[src/rtl/seq_out_buffer.sv]
// Double-buffered capture of sequencer output writes, streamed out one channel per handshake.
// Counts frames dropped when a new frame finishes before the previous one has drained.
module seq_out_buffer #(
   parameter int unsigned CHANNELS = 8,
   parameter int unsigned ADDR_W   = 4
) (
   input  logic              ck,
   input  logic              rst,
   input  logic              out_we,
   input  logic [ADDR_W-1:0] out_addr,
   input  logic [15:0]       out_audio,
   input  logic              done,
   output logic [15:0]       tx_data,
   output logic [3:0]        tx_chan,
   output logic              tx_valid,
   output logic              tx_last,
   input  logic              tx_ready,
   output logic              overrun,
   output logic [7:0]        overrun_count
);

   typedef enum logic [0:0] {StIdle, StSend} state_t;

   state_t              state_q, state_d;
   logic [15:0]         mem [2][CHANNELS];
   logic [CHANNELS-1:0] mask_q [2];
   logic                wbank_q;
   logic                rbank;
   logic                done_q;
   logic [3:0]          rd_chan_q;
   logic                overrun_q;
   logic [7:0]          ovr_cnt_q;
   logic                rise, swap, xfer, last;
   logic [15:0]         rd_word;
   logic                rd_mask;

   assign rbank = ~wbank_q;
   assign rise  = done & ~done_q;
   assign swap  = rise & (state_q == StIdle);
   assign xfer  = (state_q == StSend) & tx_ready;
   assign last  = (rd_chan_q == 4'(CHANNELS - 1));

   // Sample storage needs no reset: the masks hide stale contents.
   always_ff @(negedge ck) begin
      for (int c = 0; c < CHANNELS; c++) begin
         if (out_we && 32'(out_addr) == 32'(c)) mem[wbank_q][c] <= out_audio;
      end
   end

   always_ff @(negedge ck or negedge rst) begin
      if (!rst) begin
         mask_q[0] <= '0;
         mask_q[1] <= '0;
      end else begin
         for (int c = 0; c < CHANNELS; c++) begin
            if (out_we && 32'(out_addr) == 32'(c)) mask_q[wbank_q][c] <= 1'b1;
         end
         // A write on the swapping edge lands in the old bank, so it never collides with this clear.
         if (swap) mask_q[rbank] <= '0;
      end
   end

   always_ff @(negedge ck or negedge rst) begin
      if (!rst) begin
         done_q    <= 1'b0;
         wbank_q   <= 1'b0;
         rd_chan_q <= '0;
         overrun_q <= 1'b0;
         ovr_cnt_q <= '0;
      end else begin
         done_q <= done;
         if (swap) begin
            wbank_q   <= ~wbank_q;
            rd_chan_q <= '0;
         end else if (xfer) begin
            rd_chan_q <= rd_chan_q + 4'd1;
         end
         if (rise && state_q == StSend) begin
            overrun_q <= 1'b1;
            if (ovr_cnt_q != 8'hff) ovr_cnt_q <= ovr_cnt_q + 8'd1;
         end
      end
   end

   always_ff @(negedge ck or negedge rst) begin
      if (!rst) state_q <= StIdle;
      else      state_q <= state_d;
   end

   always_comb begin
      state_d = state_q;
      unique case (state_q)
         StIdle: if (rise) state_d = StSend;
         StSend: if (xfer && last) state_d = StIdle;
         default: state_d = StIdle;
      endcase
   end

   always_comb begin
      rd_word = '0;
      rd_mask = 1'b0;
      for (int c = 0; c < CHANNELS; c++) begin
         if (rd_chan_q == 4'(c)) begin
            rd_word = mem[rbank][c];
            rd_mask = mask_q[rbank][c];
         end
      end
   end

   always_comb begin
      tx_valid = 1'b0;
      tx_data  = '0;
      tx_chan  = '0;
      tx_last  = 1'b0;
      if (state_q == StSend) begin
         tx_valid = 1'b1;
         tx_data  = rd_mask ? rd_word : 16'h0000;
         tx_chan  = rd_chan_q;
         tx_last  = last;
      end
   end

   assign overrun       = overrun_q;
   assign overrun_count = ovr_cnt_q;

endmodule
[config.mk]
export PLATFORM = sky130hd
export DESIGN_NAME = seq_out_buffer
export DESIGN_NICKNAME = d
export VERILOG_FILES = /design/src/rtl/seq_out_buffer.sv
export SDC_FILE = /design/constraint.sdc
export NUM_CORES = 1
export LEC_CHECK = 0
export BUFFER_PORTS_ARGS = -buffer_cell sky130_fd_sc_hd__buf_2
export CORE_UTILIZATION = 55
export CTS_CLUSTER_SIZE = 24
export DETAILED_ROUTE_END_ITERATION = 16
export HOLD_SLACK_MARGIN = 0.05
export PLACE_DENSITY = 0.75
export SLEW_MARGIN = 20
export SYNTH_ARGS = -nofsm -noshare
export SYNTH_HDL_FRONTEND = slang
export SYNTH_SLANG_ARGS = --single-unit
[constraint.sdc]
create_clock -name ck -period 2.72 [get_ports ck]
set_input_delay 0.408 -clock ck [delete_from_list [all_inputs] [get_ports ck]]
set_output_delay 0.408 -clock ck [all_outputs]
set_load 0.02 [all_outputs]
==> impl_metrics.json <==
{
  "violations": "setup timing",
  "p_leak_nw": 7.00,
  "clkTransAtPathRegs_ps": 50,
  "grt_max_degree": 32,
  "syn_to_final_growth_pct": 37.9,
  "setup_viol": 31,
  "fp.dieH_microns": 148,
  "antenna_found_initial": 0,
  "p_int_mw": 11.6,
  "port_buffers": 55,
  "drt_iter0_markers": 784,
  "vias_per_cell": 5.91,
  "async_reset_ff_frac": 0.111,
  "sequentialPowerShare": 0.289,
  "p_comb_frac": 0.353,
  "grt_pass1_vias": 9014,
  "avgSynthCellArea_sq_um": 16.7,
  "yosysUniqueCellTypes": 50,
  "die_area_sq_mm": 0.0218,
  "hold_start": "overrun$_DFFE_NN0P_",
  "reg2regPathDepth": 7,
  "route.vias.total": 8346,
  "cts_sinks": 288,
  "post-place-ws_ps": -1620,
  "routed_wl_microns": 32600,
  "cts_buffers": 31,
  "drcViolationCount": 0,
  "fin_ws_ps": -2190,
  "synth_enable_flop_cells": 256,
  "synthFlopType": "edfxtp_1",
  "yosys.area.top_type": "edfxtp_1",
  "syn_area_sq_mm": 0.0117,
  "hold_class": "reg2reg",
  "fillers": 1039,
  "fin_setup_tns_ps": -39800,
  "critPathKind": "reg2out",
  "io-pin-count": 56,
  "start_util": 0.568,
  "p_clk_frac": 0.358,
  "ctsHoldBuffers": 0,
  "worst_pin_slew_ps": 508,
  "gr-usage-all-layers": 0.287,
  "maxCapViolCount": 0,
  "wire_per_inst_microns": 23.1,
  "timing.rr.end": "mem[1][31]$_DFFE_NP_",
  "drv_slew": 0,
  "clk_latency_ps": 670,
  "drtPass1Iterations": 5,
  "crit_required_ps": 2310,
  "routabilityCongestion": 0.795,
  "hold_depth": 1,
  "cts_tree": "done",
  "yosysSeqAreaShare": 0.727,
  "yosys.area.top_type_share": 0.658,
  "r2r_setup_slack_ps": 800,
  "ys.warnings.count": 0,
  "fin_skew_ps": 113,
  "min_to": "overrun$_DFFE_NN0P_",
  "end_kind": "primary output",
  "drive_gt1_frac": 0.270,
  "synth-seq-cells": 288,
  "root_buffer": "clkbuf_16",
  "fin_nets": 1147,
  "clk_path_buf_depth": 3,
  "syn_inst": 701,
  "rsz0062_at_grt": "true",
  "finalHoldViolCount": 0,
  "hpwlAfterDp_microns": 16600,
  "r2r-start": "wbank_q$_DFFE_NN0P_",
  "ant_nets": 0,
  "relSlewSlack": 0.658,
  "die_x_microns": 148,
  "cp_data_arrival_time_ps": 4500,
  "netSwitchingFraction": 0.369,
  "overflow": 0,
  "synth.net_count": 731,
  "crit_fanout": 16,
  "grt_pass1_wl_microns": 47100,
  "h-tree-depth": 1,
  "power_density_mw_per_mm2": 1150,
  "p_sw_mw": 6.81,
  "ir_drop_mv": 0.635,
  "rows": 52,
  "synthTopCellsByArea": "edfxtp_1, mux2i_1, dfrtn_1",
  "core_sq_mm": 0.0206,
  "worstSetupStartpointType": "flop",
  "status": "finished with violations"
}
==> what timing repair did <==
action	CTS	global route
setup endpoints to repair	31	31
pin swaps	1	2
buffers inserted	12	7
cloned	0	2
gates resized for setup	60	18
==> layer usage <==
layer / vias up / track usage / routed length, microns
met5: - / 0 / 0
met4: 0 / 0.161 / 1100
met3: 95 / 0.0602 / 2840
met2: 499 / 0.470 / 16500
met1: 4108 / 0.359 / 12100
li1: 3644 / - / -
==> critical path, cell delays in order (launching register included) <==
cell and delay [ps]:
dfrtn_1 500, inv_2 90, ha_4 160, or4b_4 550, buf_8 180, o22ai_2 160
a211oi_2 160, a21oi_4 200, buf_12 190, o311a_1 230, buf_4 150
==> power by group through the flow <==
stage	registers (mW)	clock network [mW]	logic (mW)
floorplan	5.40	0.559	3.49
global placement	5.35	0.559	5.25
detailed placement	5.38	0.559	5.41
CTS	5.31	6.49	6.05
global route	5.35	7.03	6.81
finish	5.33	6.60	6.53
==> area by class of cell <==
cell class                      instances  area (sq um)  share of cell area
Sequential cell                       288          8490               0.527
Multi-Input combinational cell        363          3440               0.214
Timing Repair Buffer                  174          1680               0.104
Clock inverter                        279          1280              0.0794
Clock buffer                           35           876              0.0543
Tap cell                              270           338              0.0210
Inverter                                3          11.3            0.000699
Antenna cell                            1          2.50            0.000155
==> per-stage QoR <==
step           total power, mW  utilization  hold slack (ps)  cells  instance area (sq um)
2_1_floorplan             9.44            -              424    701                  12000
3_3_place_gp              11.2        0.653              393   1078                  13400
3_5_place_dp              11.3        0.653              420   1078                  13400
4_1_cts                   17.9        0.775              450   1403                  15900
5_1_grt                   19.2        0.784              465   1412                  16100
6_report                  18.5        0.784              441   1413                  16100
==> state kept, by name, summed over array words and instances (netlist names) <==
name / cells
mem: 256
mask_q: 16
overrun_count: 8
rd_chan_q: 4
done_q: 1
overrun: 1
state_q: 1
wbank_q: 1
==> cell usage in the layout (no fill, tap or decap), types with 3 or more instances in the layout <==
cell | netlist | routed
inv_1 | 4 | 261
edfxtp_1 | 256 | 256
mux2i_1 | 137 | 137
buf_4 | 1 | 90
o22ai_1 | 49 | 44
clkbuf_16 | 0 | 37
buf_2 | 20 | 34
dfrtn_1 | 32 | 32
buf_12 | 0 | 27
nand2_1 | 26 | 24
buf_6 | 6 | 20
o21a_1 | 16 | 16
a221oi_2 | 0 | 16
nor2_4 | 0 | 14
o311a_4 | 0 | 11
nor2_1 | 23 | 9
a211oi_1 | 16 | 9
a211oi_2 | 1 | 8
bufinv_16 | 0 | 7
o22ai_2 | 2 | 6
o311a_1 | 16 | 5
xnor2_1 | 5 | 5
nor3_4 | 0 | 4
nand4_1 | 4 | 4
ha_1 | 5 | 4
clkinvlp_2 | 0 | 4
nand2b_1 | 4 | 3
and2_4 | 0 | 3
xor2_1 | 3 | 3
clkinv_4 | 0 | 3
==> how the worst max path moves through the flow <==
| stage | start | endpoint | slack, ps | depth (start not counted) |
|---|---|---|---|---|
| final | rd_chan_q[1]$_DFFE_NN0P_ | tx_data[4] | -2190 | 10 |
| after global routing | rd_chan_q[1]$_DFFE_NN0P_ | tx_data[13] | -2230 | 10 |
| after CTS | rd_chan_q[1]$_DFFE_NN0P_ | tx_data[14] | -2100 | 10 |
| after detailed placement | rd_chan_q[1]$_DFFE_NN0P_ | tx_data[5] | -1620 | 10 |
| after global placement | rd_chan_q[1]$_DFFE_NN0P_ | tx_data[11] | -1540 | 9 |
| after floorplan | rd_chan_q[1]$_DFFE_NN0P_ | tx_data[10] | -1210 | 9 |
==> cells in the mapped netlist (all sizes together) (2+ instances only) <==
master,n
a211oi,17
a21oi,3
a221oi,16
and2,5
and3b,2
buf,28
clkbuf,18
dfrtn,32
edfxtp,256
ha,5
inv,4
mux2i,137
nand2,26
nand2b,4
nand4,4
nor2,23
nor2b,2
nor3,5
o21a,16
o21ai,2
o22ai,51
o311a,16
or3,2
or3b,2
or4b,2
xnor2,5
xor2,3
==> cells by family (layout without fill, tap and decap cells) <==
logic type                 Yosys count  count (layout)  synth area share
buffers and inverters               50             491            0.0224
muxes                              138             138             0.118
and+or+nand+nor                     83              83            0.0359
adders and majority gates            5               5           0.00536
AOI/OAI and AO/OA                  129             129            0.0855
DFF                                288             288             0.727
other                                0               1                 0
xor gates and xnor gates             8               8           0.00600
Power figures use the tool's default switching activity.
